===== config.mk =====
export PLATFORM = sky130hd
export DESIGN_NAME = spi_byte_rx
export DESIGN_NICKNAME = d
export VERILOG_FILES = /design/src/rtl/ili9341_display_model_spi_byte_rx.sv
export SDC_FILE = /design/constraint.sdc
export NUM_CORES = 1
export LEC_CHECK = 0
export ABC_CLOCK_PERIOD_IN_PS = 1300
export CORE_UTILIZATION = 35
export CTS_CLUSTER_DIAMETER = 100
export DETAILED_ROUTE_END_ITERATION = 16
export SLEW_MARGIN = 25
export SYNTH_ARGS = -nofsm -noshare
export SYNTH_HDL_FRONTEND = slang
export SYNTH_SLANG_ARGS = --single-unit

===== constraint.sdc =====
create_clock -name clk -period 1.3 [get_ports clk]
set_clock_uncertainty 0.05 [all_clocks]
set_input_delay 0.26 -clock clk [delete_from_list [all_inputs] [get_ports clk]]
set_output_delay 0.26 -clock clk [all_outputs]
set_load 0.02 [all_outputs]

===== src/rtl/ili9341_display_model_spi_byte_rx.sv =====
// SPI mode 0 byte receiver: 2-flop synchronisers, SCK rising-edge detect, MSB-first shifter.
module spi_byte_rx (
  input  logic       clk,
  input  logic       rst,
  input  logic       sck,
  input  logic       mosi,
  input  logic       cs_n,
  input  logic       dc,
  output logic       byteValid,
  output logic [7:0] byteData,
  output logic       byteIsData
);

  logic [1:0] sck_s, mosi_s, cs_s, dc_s;
  logic       sck_d;
  logic [2:0] bit_cnt;
  logic [6:0] shift;
  logic       rise;

  assign rise = sck_s[1] & ~sck_d;

  always_ff @(posedge clk or posedge rst) begin
    if (rst) begin
      sck_s      <= '0;
      mosi_s     <= '0;
      cs_s       <= '1;
      dc_s       <= '0;
      sck_d      <= 1'b0;
      bit_cnt    <= '0;
      shift      <= '0;
      byteValid  <= 1'b0;
      byteData   <= '0;
      byteIsData <= 1'b0;
    end else begin
      sck_s     <= {sck_s[0], sck};
      mosi_s    <= {mosi_s[0], mosi};
      cs_s      <= {cs_s[0], cs_n};
      dc_s      <= {dc_s[0], dc};
      sck_d     <= sck_s[1];
      byteValid <= 1'b0;
      // Deselect drops any partial byte without emitting it.
      if (cs_s[1]) begin
        bit_cnt <= '0;
      end else if (rise) begin
        shift   <= {shift[5:0], mosi_s[1]};
        bit_cnt <= bit_cnt + 3'd1;
        if (bit_cnt == 3'd7) begin
          byteValid  <= 1'b1;
          byteData   <= {shift, mosi_s[1]};
          byteIsData <= dc_s[1];
        end
      end
    end
  end

endmodule


==> results of run 1 <==
## logic make-up after synthesis
group	Yosys count	synth area share
adders and majority gates	2	0.0242
muxes	18	0.194
and+or+nand+nor	6	0.0424
buffers and inverters	3	0.0254
xor gates and xnor gates	1	0.00849
DFF	29	0.705
## final timing paths
kind | to | slack, ns | cells after the start
setup / recovery | byteIsData$_DFFE_PP0P_ | -0.24 | 5
hold reg to reg | cs_s[1]$_DFF_PP1_ | 0.31 | 0
max in group asynchronous | shift[3]$_DFFE_PP0P_ | 0.77 | 3
setup reg to reg | byteIsData$_DFFE_PP0P_ | -0.24 | 5
min in group clk | cs_s[0]$_DFF_PP1_ | 0.31 | 1
hold / removal | shift[6]$_DFFE_PP0P_ | 0.19 | 3
## through the flow
stage / hold slack, ns / setup WS, ns / TNS, ns / cell area [sq um]
after floorplan: 0.214 / -0.121 / -1.39 / 1030
after global placement: 0.282 / -0.218 / -2.42 / 1250
after detailed placement: 0.296 / -0.265 / -2.82 / 1250
after CTS: 0.172 / -0.251 / -2.83 / 1380
after global routing: 0.205 / -0.309 / -3.60 / 1360
final: 0.186 / -0.239 / -2.69 / 1360
## flip-flops by register name, summed over array words and instances, names as in the netlist, 2 cells and up
signal / cells
mosi_s: 2
dc_s: 2
cs_s: 2
sck_s: 2
byteData: 8
shift: 7
bit_cnt: 3
## cells in the final DEF, fill, tap and decap left out, types with 5 or more instances in the layout
cell type	Yosys	final
clkdlybuf4s50_1	0	5
buf_4	0	7
clkbuf_4	0	5
mux2_2	16	7
dfrtp_1	27	27
mux2_4	0	9
buf_2	0	6
## area by class of cell
class | instances | area share
Clock buffer | 8 | 0.0359
Inverter | 1 | 0.00276
Multi-Input combinational cell | 27 | 0.245
Sequential cell | 29 | 0.536
Tap cell | 31 | 0.0286
Timing Repair Buffer | 25 | 0.151
## critical path, cell delays in order, from the launching register on
cell and delay (ns):
dfrtp_1 0.36, ha_2 0.19, ha_4 0.12, nor3b_4 0.23, buf_6 0.17, mux2_4 0.30
## where the power goes
group / internal, uW / leakage [uW] / switching (uW)
Sequential: 1010 / 0.000370 / 75.5
Clock: 215 / 0.0000265 / 275
Combinational: 107 / 0.000274 / 54.5
## per-layer routing
metal	up-vias	GRT usage	routed length (microns)
met1	290	0.147	747
met5	-	0	0
met3	4	0.0369	58
li1	260	-	-
met2	14	0.175	827
met4	0	0.115	39
## timing repair
item,4_1_cts,5_1_grt
endpoints found under the setup margin,26,21
hold buffers,0,0
setup buffers,2,1
gates resized for setup,46,5
pin swaps,1,0
==> summary.md, run 1 <==
| Metric | Value |
|---|---|
| CP Class | register to register |
| CTS H-tree depth | 2 |
| Area of the multi-input gates | 333 sq um |
| Routed Antenna Nets | 0 |
| # rows | 19 |
| ANT cells | 0 |
| Pwr Total | 1740 uW |
| Clock Latency Late Sink | 0.31 ns |
| Post-Syn Area | 1030 sq um |
| Post-Syn Area per Cell | 17.5 sq um |
| Area contributors post-synth | dfrtp_1 (65%), mux2_2 (17%), dfstp_2 (5.1%), ha_1 (2.4%), buf_6 (2.2%) |
| Post-synth EDFFs | 0 |
| Number of global-route vias before repair | 607 |
| Hold Crit Class | primary input to asynchronous set/reset pin |
| Placed insts | 110 |
| Cell count after synthesis | 59 |
| Top-count cell post-synth | dfrtp_1 |
| Horiz. Die Dim | 56.3 microns |
| Syn Nets | 67 |
| Die area | 3170 sq um |
| Power Dens Cells | 1280 nW/um^2 |
| RSZ-0062 raised after global routing | yes |
| Worst Path Arrival | 1.68 ns |
| Failing checks | negative setup slack |
| Worst-path clk slew | 0.08 ns |
| DRT Wirelength | 1670 microns |
| Crit. Startpoint | bit_cnt[1]$_DFFE_PP0P_ |
| DR vias/cell | 4.69 |
| Post-synthesis async set-or-reset flop share | 1.00 |
| Peak VDD IR | 931 uV |
| Register area | 728 sq um |
| Synth top area share | 0.655 |
| Fillers | 248 |
| Core Util, Final | 0.488 |
| Final setup margin | -0.239 ns |
| Main flop type after synthesis | dfrtp_1 |
| Layout cells sized above 1 | 0.533 |
| Total track usage | 0.123 |
| Status | finished with violations |
| Synth top cells by count | dfrtp_1 (27), mux2_2 (16), nor2_1 (3) |
| # DRC | 0 |
| Worst r2r src | bit_cnt[1]$_DFFE_PP0P_ |
| Via count | 568 |
| Post-DP HPWL | 1120 microns |
| Clock buffer depth | 2 |
| Post-synthesis sequential area ratio | 0.705 |
| Post-synth top area cell | dfrtp_1 |
| Ports | 16 |
| IO Port Bufs | 15 |
| Netlist cell types | 12 |
| Final worst-path cycle share | 1.18 |
| Worst Max-Slew Pin Slew | 0.239 ns |
| CP Launch Type | register |
| Clock root cell | clkbuf_4 |
| Die Height | 56.3 microns |
| Initial antenna violation count | 0 |
| Final setup violation count | 16 |
| Leak Pwr | 0.000670 uW |
| Gr ovfl total | 0 |
| Max Fanout on Critical Path | 4 |
| Sink Count | 29 |
| Final nets | 97 |
| Routability cong. | 0.780 |
| First-pass GRT wire length | 2730 microns |
| TritonRoute pass-1 iters | 3 |
| Avg WL per Cell | 13.8 microns |
| Area delta synth->final | 31.5% |
| Initial Utilization | 0.371 |
| Layout Cells excl Fill | 121 |
| Max Cap Violations | 0 |
| Clock tree from TritonCTS | built |
| Core Region | 2780 sq um |
| Rel. slew slack | 0.841 |
| Synthesized flop and latch total | 29 |
| Num CTS Buffers | 5 |
| F_max | 650 MHz |
| Crit. End Element | register |
| Largest net degree at the start of global routing | 20 |
| Slew Limit Fails | 0 |
| Tmin final | 1.54 ns |
| Worst Path Required | 1.45 ns |
| Final hold vios | 0 |
| Warnings from Yosys | 0 |
| Initial drt markers | 6 |
No activity file was read; power rests on OpenSTA's default activity.
==> run 2, diff against run 1 <==
--- a/config.mk
+++ b/config.mk
@@ -6,6 +6,7 @@
 export NUM_CORES = 1
 export LEC_CHECK = 0
 export ABC_CLOCK_PERIOD_IN_PS = 1300
+export CORE_MARGIN = 10
 export CORE_UTILIZATION = 35
 export CTS_CLUSTER_DIAMETER = 100
 export DETAILED_ROUTE_END_ITERATION = 16
==> run 2 against run 1 <==
Against the previous run:
- the flow still finishes with violations (negative setup slack)
- sequential share of layout area is 0.65 points higher
- combinational power is 4% lower
- via count is 6.5% lower
- register-to-register slack better by 0.04 ns
- die area is 74% higher
- flip-flop and latch count stayed put
- final area is 1.2% lower
- largest power group unchanged
- critical endpoint is now byteData[3]$_DFFE_PP0P_
- highest routed layer unchanged
==> summary.md, run 2 (synthesis gave the netlist of run 1 again) <==
| Metric | Value |
|---|---|
| Failing checks | negative setup slack |
| F_max | 665 MHz |
| Clock root cell | clkbuf_4 |
| Hold Crit Class | primary input to asynchronous set/reset pin |
| Status | finished with violations |
| P_int | 1430 uW |
| Power Dens Cells | 1380 nW/um^2 |
| Worst Path Required | 1.45 ns |
| Total track usage | 0.0681 |
| Final nets | 95 |
| Crit. End Element | register |
| Largest net degree at the start of global routing | 22 |
| Horiz. Die Dim | 74.3 microns |
| Gr ovfl total | 0 |
| Routability cong. | 0.679 |
| Most frequent cells in the layout | dfrtp_1 (27), mux2_4 (9), buf_2 (9) |
| Switching power | 417 uW |
| Max reg flops | 8 |
| RSZ-0062 raised after global routing | yes |
| Area delta synth->final | 29.9% |
| DR vias/cell | 4.46 |
| Die area | 5520 sq um |
| Clock network fraction of total power | 0.330 |
| CP Class | register to register |
| Largest register by flop count | byteData |
| Worst Max-Slew Pin Slew | 0.257 ns |
| Core Region | 2780 sq um |
| ANT cells | 0 |
| Design Area, Final | 1340 sq um |
| Post-DP HPWL | 1140 microns |
| Final worst-path cycle share | 1.16 |
| Die Height | 74.3 microns |
| Sequential share of power | 0.585 |
| Number of global-route vias before repair | 579 |
| Num CTS Buffers | 5 |
| Tmin final | 1.50 ns |
| Slowest CP cell | dfrtp_1 |
| Post-DP Area | 1250 sq um |
| Final hold vios | 0 |
| Rel. slew slack | 0.829 |
| Leak Pwr | 0.000678 uW |
| Clock buffer depth | 2 |
| Worst-path clk slew | 0.09 ns |
| Max Fanout on Critical Path | 8 |
| # DRC | 0 |
| Initial antenna violation count | 0 |
| Initial Utilization | 0.371 |
| Layout cells sized above 1 | 0.557 |
| Gate power share | 0.085 |
| Final setup margin | -0.203 ns |
| CP cell instances | ha_2 -> ha_4 -> nor3b_4 -> buf_6 -> mux2_4 |
| Avg WL per Cell | 13.6 microns |
| Initial drt markers | 18 |
| First-pass GRT wire length | 2790 microns |
| Commonest non-fill, non-tap cell in the layout | dfrtp_1 |
| Via count | 531 |
| IO Port Bufs | 15 |
| Net Sw Frac | 0.226 |
| Routed Antenna Nets | 0 |
| Clock Latency Late Sink | 0.31 ns |
| Pwr Total | 1850 uW |
| CTS H-tree depth | 2 |
| Slew Limit Fails | 0 |
| Ports | 16 |
| CP Launch Type | register |
| Final setup violation count | 16 |
| Biggest regs | byteData (8), shift (7), bit_cnt (3) |
| Peak VDD IR | 839 uV |
| Max Cap Violations | 0 |
| Sink Count | 29 |
| Worst Path Arrival | 1.66 ns |
| Slowest stage delay, CP | 0.36 ns |
| Pre-CTS setup slack | -0.255 ns |
| TritonRoute pass-1 iters | 3 |
| DRT Wirelength | 1610 microns |
| Clock tree from TritonCTS | built |
| # rows | 19 |
## run 2: timing repair
| action | in CTS | in global routing |
|---|---|---|
| setup endpoints to repair | 26 | 24 |
| endpoints found under the hold margin | 0 | 0 |
| pin swaps | 1 | 1 |
| setup buffers | 1 | 0 |
| hold buffers | 0 | 0 |
| resized for setup | 45 | 8 |
## run 2: critical path: cells and delay by family (launching register included)
family | cells | cell delay (ns)
DFF | 1 | 0.36
buffers and inverters | 1 | 0.18
adders and majority gates | 2 | 0.31
and+or+nand+nor | 1 | 0.20
muxes | 1 | 0.30
## run 2: power by group through the flow
stage / clock network (uW) / logic (uW) / registers, uW
floorplan: 0 / 114 / 1070
global placement: 0 / 147 / 1090
detailed placement: 0 / 151 / 1100
CTS: 632 / 161 / 1080
global route: 687 / 172 / 1100
finish: 610 / 156 / 1080
## run 2: metal layers
| metal | wire (microns) | vias to the layer above | GRT usage | share of wire |
|---|---|---|---|---|
| li1 | - | 254 | - | - |
| met1 | 803 | 260 | 0.0840 | 0.50 |
| met2 | 673 | 15 | 0.0881 | 0.42 |
| met3 | 122 | 2 | 0.0479 | 0.076 |
| met4 | 14 | 0 | 0.0305 | 0.0087 |
| met5 | 0 | - | 0 | 0 |
## run 2: cell type report
| cell class | count | area, sq um |
|---|---|---|
| Tap cell | 31 | 38.8 |
| Clock inverter | 1 | 5.00 |
| Fill cell | 248 | 1440 |
| Multi-Input combinational cell | 27 | 333 |
| Inverter | 1 | 3.75 |
| Sequential cell | 29 | 728 |
| Timing Repair Buffer | 23 | 168 |
| Clock buffer | 7 | 65.1 |
## run 2: final timing paths
kind,start,endpoint,cells past startpoint,slack [ns]
worst max-delay path,bit_cnt[1]$_DFFE_PP0P_,byteData[3]$_DFFE_PP0P_,5,-0.20
worst min-delay path,rst,bit_cnt[1]$_DFFE_PP0P_,3,0.17
worst max register to register,bit_cnt[1]$_DFFE_PP0P_,byteData[3]$_DFFE_PP0P_,5,-0.20
worst min register to register,sck_s[0]$_DFF_PP0_,sck_s[1]$_DFF_PP0_,0,0.31
max in group asynchronous,rst,shift[0]$_DFFE_PP0P_,3,0.76
min in group clk,cs_n,cs_s[0]$_DFF_PP1_,1,0.30
## run 2: stage by stage
step | setup TNS [ns] | instances | utilization | hold slack, ns
finish | -2.15 | 119 | 0.482 | 0.170
global placement | -2.04 | 110 | 0.451 | 0.282
CTS | -2.61 | 119 | 0.500 | 0.154
floorplan | -1.39 | 59 | - | 0.214
global route | -3.30 | 119 | 0.482 | 0.170
detailed placement | -2.56 | 110 | 0.451 | 0.295
